--- config.mk ---
export PLATFORM = sky130hd
export DESIGN_NAME = multicycle_seq
export DESIGN_NICKNAME = d
export VERILOG_FILES = /design/src/rtl/mips_ctrl_pkg.sv /design/src/rtl/ack_watchdog.sv /design/src/rtl/multicycle_seq.sv
export SDC_FILE = /design/constraint.sdc
export NUM_CORES = 1
export LEC_CHECK = 0
export CAP_MARGIN = 20
export CORE_UTILIZATION = 34
export DETAILED_ROUTE_END_ITERATION = 10
export GPL_TIMING_DRIVEN = 0
export PLACE_DENSITY = 0.79
export SYNTH_ARGS = -nofsm -noshare
export SYNTH_HDL_FRONTEND = slang
export SYNTH_SLANG_ARGS = --single-unit
export TNS_END_PERCENT = 1
--- constraint.sdc ---
create_clock -name clock -period 1.8 [get_ports clock]
set_input_delay 0.45 -clock clock [delete_from_list [all_inputs] [get_ports clock]]
set_output_delay 0.45 -clock clock [all_outputs]
set_load 0.01 [all_outputs]
--- src/rtl/mips_ctrl_pkg.sv ---
// Shared encodings for the multicycle control sequencer: FSM states, control-word
// bit positions and the pc_sel / wb_sel selector values.
package mips_ctrl_pkg;

    typedef enum logic [2:0] {
        ST_FETCH    = 3'd0,
        ST_DECODE   = 3'd1,
        ST_EXEC     = 3'd2,
        ST_MUL_WAIT = 3'd3,
        ST_MEM      = 3'd4,
        ST_WB       = 3'd5,
        ST_FAULT    = 3'd6
    } state_e;

    localparam int CW_RS_MSB   = 31;
    localparam int CW_RS_LSB   = 27;
    localparam int CW_RT_MSB   = 26;
    localparam int CW_RT_LSB   = 22;
    localparam int CW_RD_MSB   = 21;
    localparam int CW_RD_LSB   = 17;
    localparam int CW_WR       = 16;
    localparam int CW_IMM      = 15;
    localparam int CW_ALU_MSB  = 14;
    localparam int CW_ALU_LSB  = 13;
    localparam int CW_MUL      = 12;
    localparam int CW_MUX2     = 11;
    localparam int CW_MEMWR    = 10;
    localparam int CW_WB2      = 9;
    localparam int CW_BR       = 8;
    localparam int CW_JMP      = 7;
    localparam int CW_RSVD_MSB = 6;

    localparam logic [1:0] PC_SEL_PC4 = 2'b00;
    localparam logic [1:0] PC_SEL_BR  = 2'b01;
    localparam logic [1:0] PC_SEL_JMP = 2'b10;

    localparam logic WB_SEL_MEM = 1'b0;
    localparam logic WB_SEL_ALU = 1'b1;

    // Only the fields the sequencer acts on after DECODE are kept.
    typedef struct packed {
        logic [4:0] rd;
        logic       wr;
        logic [1:0] alu;
        logic       mul;
        logic       memwr;
        logic       wb2;
        logic       br;
    } ctrl_t;

endpackage

--- src/rtl/ack_watchdog.sv ---
// Counts consecutive cycles a memory request waits without an ack and flags
// expiry in the cycle the count reaches MEM_TIMEOUT-1 while still waiting.
module ack_watchdog #(
    parameter int MEM_TIMEOUT = 16
) (
    input  logic clock,
    input  logic reset,
    input  logic wait_active,
    output logic expired
);

    localparam int CNT_W = $clog2(MEM_TIMEOUT) + 1;

    logic [CNT_W-1:0] count_q;
    logic [CNT_W-1:0] count_d;

    // Any cycle without a pending request (including an ack cycle) clears the
    // count, so each new FETCH or MEM starts from zero.
    always_comb begin
        count_d = '0;
        expired = 1'b0;
        if (wait_active) begin
            count_d = count_q + CNT_W'(1);
            expired = (count_q == CNT_W'(MEM_TIMEOUT - 1));
        end
    end

    always_ff @(posedge clock) begin
        if (reset) begin
            count_q <= '0;
        end else begin
            count_q <= count_d;
        end
    end

endmodule

--- src/rtl/multicycle_seq.sv ---
// Multicycle MIPS-style control sequencer (FETCH/DECODE/EXEC/MUL_WAIT/MEM/WB/FAULT).
// Define MULTICYCLE_SEQ_TIMEOUT_EN to add the ack watchdog and the FAULT state.
module multicycle_seq
    import mips_ctrl_pkg::*;
#(
    parameter int MEM_TIMEOUT = 16
) (
    input  logic        clock,
    input  logic        reset,
    input  logic [31:0] ctrl_word,
    input  logic        imem_ack,
    input  logic        dmem_ack,
    input  logic        mul_done,
    input  logic        br_taken,
    output logic        imem_req,
    output logic        ir_we,
    output logic        pc_we,
    output logic        dmem_req,
    output logic        dmem_we,
    output logic        mul_start,
    output logic        rf_we,
    output logic        fault,
    output logic [1:0]  pc_sel,
    output logic [1:0]  alu_op,
    output logic [4:0]  rf_waddr,
    output logic        wb_sel,
    output logic [2:0]  state
);

    // Handshake: a req stays high until the cycle its ack is seen; an ack is
    // only meaningful while the matching req is high, and completes the
    // transfer in that same cycle (so an ack already high completes at once).

    state_e state_q;
    state_e state_d;
    ctrl_t  ctrl_q;
    ctrl_t  ctrl_d;
    ctrl_t  ctrl_in;
    logic   timeout;
    logic   unused_ctrl_bits;

    assign ctrl_in.rd    = ctrl_word[CW_RD_MSB:CW_RD_LSB];
    assign ctrl_in.wr    = ctrl_word[CW_WR];
    assign ctrl_in.alu   = ctrl_word[CW_ALU_MSB:CW_ALU_LSB];
    assign ctrl_in.mul   = ctrl_word[CW_MUL];
    assign ctrl_in.memwr = ctrl_word[CW_MEMWR];
    assign ctrl_in.wb2   = ctrl_word[CW_WB2];
    assign ctrl_in.br    = ctrl_word[CW_BR];

    assign unused_ctrl_bits = ^{ctrl_word[CW_RS_MSB:CW_RS_LSB], ctrl_word[CW_RT_MSB:CW_RT_LSB],
                                ctrl_word[CW_IMM], ctrl_word[CW_MUX2], ctrl_word[CW_RSVD_MSB:0]};

`ifdef MULTICYCLE_SEQ_TIMEOUT_EN
    logic wait_active;

    assign wait_active = ((state_q == ST_FETCH) && !imem_ack) ||
                         ((state_q == ST_MEM) && !dmem_ack);

    ack_watchdog #(
        .MEM_TIMEOUT (MEM_TIMEOUT)
    ) u_ack_watchdog (
        .clock       (clock),
        .reset       (reset),
        .wait_active (wait_active),
        .expired     (timeout)
    );
`else
    localparam int unused_mem_timeout = MEM_TIMEOUT;

    assign timeout = 1'b0;
`endif

    always_comb begin
        state_d   = state_q;
        ctrl_d    = ctrl_q;
        imem_req  = 1'b0;
        ir_we     = 1'b0;
        pc_we     = 1'b0;
        dmem_req  = 1'b0;
        dmem_we   = 1'b0;
        mul_start = 1'b0;
        rf_we     = 1'b0;
        fault     = 1'b0;
        pc_sel    = PC_SEL_PC4;
        alu_op    = 2'b00;
        rf_waddr  = 5'd0;
        wb_sel    = WB_SEL_MEM;
        state     = state_q;

        case (state_q)
            ST_FETCH: begin
                imem_req = 1'b1;
                if (imem_ack) begin
                    ir_we   = 1'b1;
                    pc_we   = 1'b1;
                    pc_sel  = PC_SEL_PC4;
                    state_d = ST_DECODE;
                end
            end
            ST_DECODE: begin
                // The jump decision uses the live word: this is the latch cycle.
                ctrl_d = ctrl_in;
                if (ctrl_word[CW_JMP]) begin
                    pc_we   = 1'b1;
                    pc_sel  = PC_SEL_JMP;
                    state_d = ST_FETCH;
                end else begin
                    state_d = ST_EXEC;
                end
            end
            ST_EXEC: begin
                alu_op = ctrl_q.alu;
                if (ctrl_q.mul) begin
                    mul_start = 1'b1;
                    state_d   = ST_MUL_WAIT;
                end else if (ctrl_q.br) begin
                    pc_sel  = PC_SEL_BR;
                    pc_we   = br_taken;
                    state_d = ST_FETCH;
                end else if (ctrl_q.memwr || (ctrl_q.wr && !ctrl_q.wb2)) begin
                    state_d = ST_MEM;
                end else if (ctrl_q.wr) begin
                    state_d = ST_WB;
                end else begin
                    state_d = ST_FETCH;
                end
            end
            ST_MUL_WAIT: begin
                if (mul_done) begin
                    state_d = ST_WB;
                end
            end
            ST_MEM: begin
                dmem_req = 1'b1;
                dmem_we  = ctrl_q.memwr;
                if (dmem_ack) begin
                    state_d = ctrl_q.memwr ? ST_FETCH : ST_WB;
                end
            end
            ST_WB: begin
                rf_we    = 1'b1;
                rf_waddr = ctrl_q.rd;
                wb_sel   = ctrl_q.wb2 ? WB_SEL_ALU : WB_SEL_MEM;
                state_d  = ST_FETCH;
            end
            ST_FAULT: begin
`ifdef MULTICYCLE_SEQ_TIMEOUT_EN
                fault = 1'b1;
`endif
                state_d = ST_FAULT;
            end
            default: begin
                state_d = ST_FETCH;
            end
        endcase

        if (timeout) begin
            state_d = ST_FAULT;
        end

        // Reset silences every output combinationally, so a pending write or
        // request never completes in the reset cycle itself.
        if (reset) begin
            imem_req  = 1'b0;
            ir_we     = 1'b0;
            pc_we     = 1'b0;
            dmem_req  = 1'b0;
            dmem_we   = 1'b0;
            mul_start = 1'b0;
            rf_we     = 1'b0;
            fault     = 1'b0;
            pc_sel    = PC_SEL_PC4;
            alu_op    = 2'b00;
            rf_waddr  = 5'd0;
            wb_sel    = WB_SEL_MEM;
            state     = ST_FETCH;
        end
    end

    always_ff @(posedge clock) begin
        if (reset) begin
            state_q <= ST_FETCH;
            ctrl_q  <= '0;
        end else begin
            state_q <= state_d;
            ctrl_q  <= ctrl_d;
        end
    end

endmodule

==> summary.md, run 1 <==
| Metric | Value |
|---|---|
| Status | complete, but fails checks |
| Failing checks | negative setup slack |
| Clock share of power | 22.4% |
| Final period util | 115% |
| Required @ worst endpoint | 1.35 ns |
| Final instance count without filler cells | 188 |
| Largest net degree at the start of global routing | 13 |
| Rows | 17 |
| Sw frac | 32.0% |
| CP max FO | 3 |
| Layout Nets | 199 |
| Ys Warns | 0 |
| Worst Skew | 0.00300 ns |
| Tot Pwr | 0.861 mW |
| Yosys top cell area share | 36.5% |
| Count of final setup violators | 12 |
| Synthesis-stage register bit count | 15 |
| Core area | 0.00225 sq mm |
| Initial antenna violation count | 0 |
| Final max-slew violation count | 0 |
| Worst VDD drop | 0.384 mV |
| Leading cell type in the layout, fill and taps excluded | nand2_1 |
| First-pass GRT wire length | 4.28 mm |
| Synth Net Count | 147 |
| 1st-iter DRT viols | 16 |
| Diode count | 0 |
| Final min period | 2.07 ns |
| Via-to-Cell Ratio | 5.24 |
| Die area | 0.00262 sq mm |
| Cell internal pwr | 0.586 mW |
| TritonRoute pass-1 iters | 4 |
| Share of cells above drive strength 1 | 34.4% |
| Cts-stage hold buffer count | 0 |
| Pleak | 0.576 nW |
| Unique cell type count in the Yosys netlist | 34 |
| Synth area leaders | dfxtp_1, nand2_1, a21oi_1, and2_1, nor3_1 |
| Port bufs | 38 |
| CTS tree | done |
| Register share of total power | 45.6% |
| Layout area overhead | 65.8% |
| Cells after DPL | 175 |
| Post-DRT Antenna Nets | 0 |
| Syn_area_per_cell | 7.54 sq um |
| Die H | 51.2 um |
| Pwr Density | 632 mW/mm^2 |
| GRT overflow | 0 |
| CP Class | primary input to output pin |
| Worst hold margin | 0.455 ns |
| Via count | 986 |
| Most frequent cells in the layout | nand2_1, clkdlybuf4s50_1, buf_4, a21oi_1, buf_2 |
| Syn Inst Count | 109 |
| Sequential fraction of the synthesis area | 36.5% |
| Worst-path clk slew | 0.09 ns |
| Yosys top cell by area | dfxtp_1 |
| I/O pins | 59 |
| Max Cap Violations | 0 |
| Clock Latency Late Sink | 0.28 ns |
| DR WL/cell | 14.3 um |
| Clock sink count | 15 |
| Final hold vios | 0 |
| Critical path launch point type | primary input |
| Setup WS post-layout | -0.269 ns |
| H-Tree Depth | 1 |
| Critical path arrival | 1.62 ns |
| Inserted Clock Buffers | 3 |
| Gp weighted congestion | 0.856 |
| CTS root buf | clkbuf_4 |
| Initial Util | 36.5% |
| Hpwl dp | 1.77 mm |
| Die width | 51.2 um |
| Net Switching | 0.275 mW |
| Vias in the first global route | 973 |
| DRT Wirelength | 2.70 mm |
| GRT Overall Usage | 22.3% |
| Critical path capture point type | output pin |
| Clock Path Buffers | 2 |
| Mapped cell area | 822 sq um |
| RSZ-0062 raised after global routing | true |
| Hold WC Path Type | flip-flop to flip-flop |
| DRC Markers | 0 |
| Fmax | 483 MHz |
| Combinational power share | 32.0% |
-- repair_timing --
item                       4_1_cts  5_1_grt
gates resized for setup         91        8
setup endpoints to repair       20       18
pin swaps                        7        7
setup buffers                    9        2
cloned                           0        0
-- power by group through the flow --
stage	Clock [mW]	Combinational (mW)	Sequential, mW
finish	0.193	0.275	0.393
global route	0.217	0.299	0.397
CTS	0.200	0.274	0.385
detailed placement	0	0.236	0.393
global placement	0	0.229	0.391
floorplan	0	0.139	0.386
-- area by class of cell --
type / instances / area [sq um]
flip-flops and latches: 15 / 313
repair buffers: 49 / 397
plain buffers: 6 / 52.6
clock buffers: 3 / 22.5
fillers: 212 / 892
inverters: 3 / 11.3
multi-input cells: 83 / 527
clock inverters: 1 / 5.00
well taps: 28 / 35.0
-- synth_stat cells, drive strengths merged --
library cell	n
nor2	4
conb	1
and2	8
mux2i	1
buf	7
nand4bb	1
clkbuf	1
mux2	1
nor3b	1
a221oi	1
inv	3
nand2	25
nor3	7
nand2b	1
o211ai	1
a21oi	14
and4b	1
or3	3
or3b	1
nor4bb	1
o21ai	1
o41ai	1
o22ai	2
and3	3
dfxtp	15
o22a	1
nor2b	1
o221ai	1
nor4	1
-- sequential cells by signal (all words and copies together) (netlist names) --
name / flops
ctrl_q: 12
state_q: 3
-- metrics by stage --
step	setup TNS, ns	setup WS, ns	instance area (sq um)	utilization [%]
after floorplan	0	0.0848	822	-
after global placement	-16.19	-1.11	1240	54.9
after detailed placement	-16.71	-1.10	1240	54.9
after CTS	-1.47	-0.219	1370	60.7
after global routing	-2.08	-0.327	1360	60.4
final	-1.10	-0.269	1360	60.4
-- path summary, 6_finish.rpt --
check / start / end / slack [ns] / cells after the start
hold reg to reg: ctrl_q[8] / ctrl_q[8] / 0.46 / 2
setup reg to reg: state_q[2] / ctrl_q[0] / 0.32 / 5
hold / removal: ctrl_q[8] / ctrl_q[8] / 0.46 / 2
setup / recovery: imem_ack / pc_we / -0.27 / 5
-- critical path, cell delays in order --
cell and delay, ns:
clkdlybuf4s50_1 0.54, mux2i_1 0.10, o22a_1 0.21, nor3_2 0.17
buf_2 0.16
-- metal layers --
layer | routed length (um) | vias up | GRT usage [%]
met2 | 1440 | 25 | 42.3
met1 | 1090 | 476 | 23.0
met3 | 123 | 4 | 4.17
met5 | 0 | - | 0
li1 | - | 481 | -
met4 | 46 | 0 | 10.6
-- cells by family (layout without fill, tap and decap cells) --
family          after synthesis  after routing  synth area share (%)
mux                           2              2                  2.59
buf+inv                      11             62                  6.54
other cells                   1              1                 0.456
simple gates                 58             58                  38.1
flops                        15             15                  36.5
compound gates               22             22                  15.8
(Power assumes the default switching activity.)
==> inputs of run 2 (changes only) <==
ABC_CLOCK_PERIOD_IN_PS = 1800   (was default)
CORE_ASPECT_RATIO = 0.9   (was default)
PLACE_DENSITY = 0.88   (was 0.79)
==> summary.md, run 2 (synthesis results as in run 1) <==
| Metric | Value |
|---|---|
| Status | complete, but fails checks |
| Failing checks | negative setup slack |
| Place WS | -1.13 ns (-0.0234 ns) |
| Worst Skew | 0.000774 ns (-0.00222 ns) |
| Utilization after layout | 60.2% (-0.19 points) |
| FF+latch area | 312 sq um (-0.40%) |
| Final max-slew violation count | 0 (unchanged) |
| Required @ worst endpoint | 1.35 ns (about the same) |
| Rows | 16 (-1) |
| Area of the multi-input gates | 527 sq um (unchanged) |
| DRC Markers | 0 (unchanged) |
| Fillers | 202 (-4.7%) |
| Post-DRT Antenna Nets | 0 (unchanged) |
| Fmax | 507 MHz (+4.9%) |
| H-Tree Depth | 1 (unchanged) |
| Core area | 0.00222 sq mm (-1.4%) |
| Critical path arrival | 1.52 ns (-0.10 ns) |
| DR WL/cell | 14.0 um (-2.4%) |
| CP Cell Sequence | or3b_4, o22a_1, nor3_2, buf_2 |
| Hold WC Path Type | flip-flop to flip-flop |
| CP max stage delay | 0.40 ns (-0.14 ns) |
| CTS tree | done |
| Port bufs | 38 (unchanged) |
| GRT overflow | 0 (unchanged) |
| Worst VDD drop | 0.448 mV (+16%) |
| Max Cap Violations | 0 (unchanged) |
| GRT Overall Usage | 20.5% (-1.7 points) |
| Worst-path clk slew | 0.09 ns (about the same) |
| Area after DPL | 0.00124 sq mm (-0.10%) |
| Share of cells above drive strength 1 | 31.8% (-2.5 points) |
| Vias in the first global route | 896 (-7.9%) |
| Setup WS post-layout | -0.172 ns (+0.0973 ns) |
| Layout area overhead | 62.9% |
| Final Instance Area | 0.00134 sq mm (-1.7%) |
| Initial Util | 37.0% (+0.53 points) |
| Pleak | 0.577 nW (+0.19%) |
| Via count | 968 (-1.8%) |
| CP max stage cell | dfxtp_4 |
| Critical path capture point type | output pin |
| Largest net degree at the start of global routing | 13 (unchanged) |
| RSZ-0062 raised after global routing | true |
| CP Class | flip-flop to output pin |
| Count of final setup violators | 11 (-1) |
| Inserted Clock Buffers | 3 (unchanged) |
| Gp weighted congestion | 0.770 (-10%) |
| Die area | 0.00262 sq mm (about the same) |
| Final min period | 1.97 ns (-0.0973 ns) |
| CP max FO | 7 (+4) |
| Final period util | 110% (-5.4 points) |
| 1st-iter DRT viols | 18 (+2) |
| Final hold vios | 0 (unchanged) |
| TritonRoute pass-1 iters | 5 (+1) |
| Clock sink count | 15 (unchanged) |
| Critical path launch point type | flip-flop |
| Hpwl dp | 1.69 mm (-4.8%) |
| Pwr Density | 638 mW/mm^2 (+0.89%) |
| Via-to-Cell Ratio | 5.26 (+0.31%) |
| Biggest register | ctrl_q |
| I/O pins | 59 (unchanged) |
| Clock Path Buffers | 2 (unchanged) |
| Largest regs | ctrl_q x12, state_q x3 |
| First-pass GRT wire length | 4.00 mm (-6.7%) |
| Die width | 53.8 um (+5.2%) |
| Layout Nets | 196 (-1.5%) |
| Most frequent cells in the layout | nand2_1, clkdlybuf4s50_1, a21oi_1, dfxtp_1 |
| CTS root buf | clkbuf_4 |
| Max FFs per register | 12 (unchanged) |
| DRT Wirelength | 2.58 mm (-4.5%) |
| Diode count | 0 (unchanged) |
| Die H | 48.6 um (-4.9%) |
| Clock Latency Late Sink | 0.28 ns (about the same) |
| Initial antenna violation count | 0 (unchanged) |
| Leading cell type in the layout, fill and taps excluded | nand2_1 |
run 2: path summary, 6_finish.rpt:
check,cells after the start,from,slack [ns],to
setup / recovery,4,state_q[1],-0.17,pc_we
hold / removal,2,ctrl_q[11],0.46,ctrl_q[11]
setup reg to reg,5,state_q[1],0.38,state_q[2]
hold reg to reg,2,ctrl_q[11],0.46,ctrl_q[11]
run 2: metrics by stage:
step	hold slack [ns]	total power, mW	instances	setup TNS [ns]
3_3_place_gp	0.439	0.617	174	-16.09
4_1_cts	0.457	0.845	182	-1.90
2_1_floorplan	0.432	0.525	109	0
6_report	0.457	0.853	184	-0.606
3_5_place_dp	0.445	0.626	174	-17.33
5_1_grt	0.483	0.902	184	-1.44
run 2: final cells by class:
class,count,area share [%]
multi-input cells,83,39.3
repair buffers,46,27.5
flip-flops and latches,15,23.3
plain buffers,6,4.30
well taps,27,2.52
clock buffers,3,1.68
inverters,3,1.03
clock inverters,1,0.374
run 2: power by group:
| part | switching [mW] | leakage, nW | internal, mW |
|---|---|---|---|
| Combinational | 0.132 | 0.434 | 0.137 |
| Sequential | 0.0301 | 0.125 | 0.363 |
| Clock | 0.110 | 0.0177 | 0.0824 |
run 2: worst max-delay path: cells and delay by family, from the launching register on:
kind | cells | cell delay (ns)
simple gates | 2 | 0.53
compound gates | 1 | 0.18
flops | 1 | 0.40
buf+inv | 1 | 0.14
run 2: what timing repair did:
action	in CTS	in global routing
hold buffers	0	0
endpoints found under the setup margin	28	17
pin swaps	6	7
resized for setup	78	24
buffers inserted	5	3
run 2: routing by layer:
layer	GRT usage, %	up-vias	wire length, um
met5	0	-	0
met4	6.58	0	18
met1	25.9	460	1160
met2	35.4	31	1290
met3	1.89	2	107
li1	-	475	-
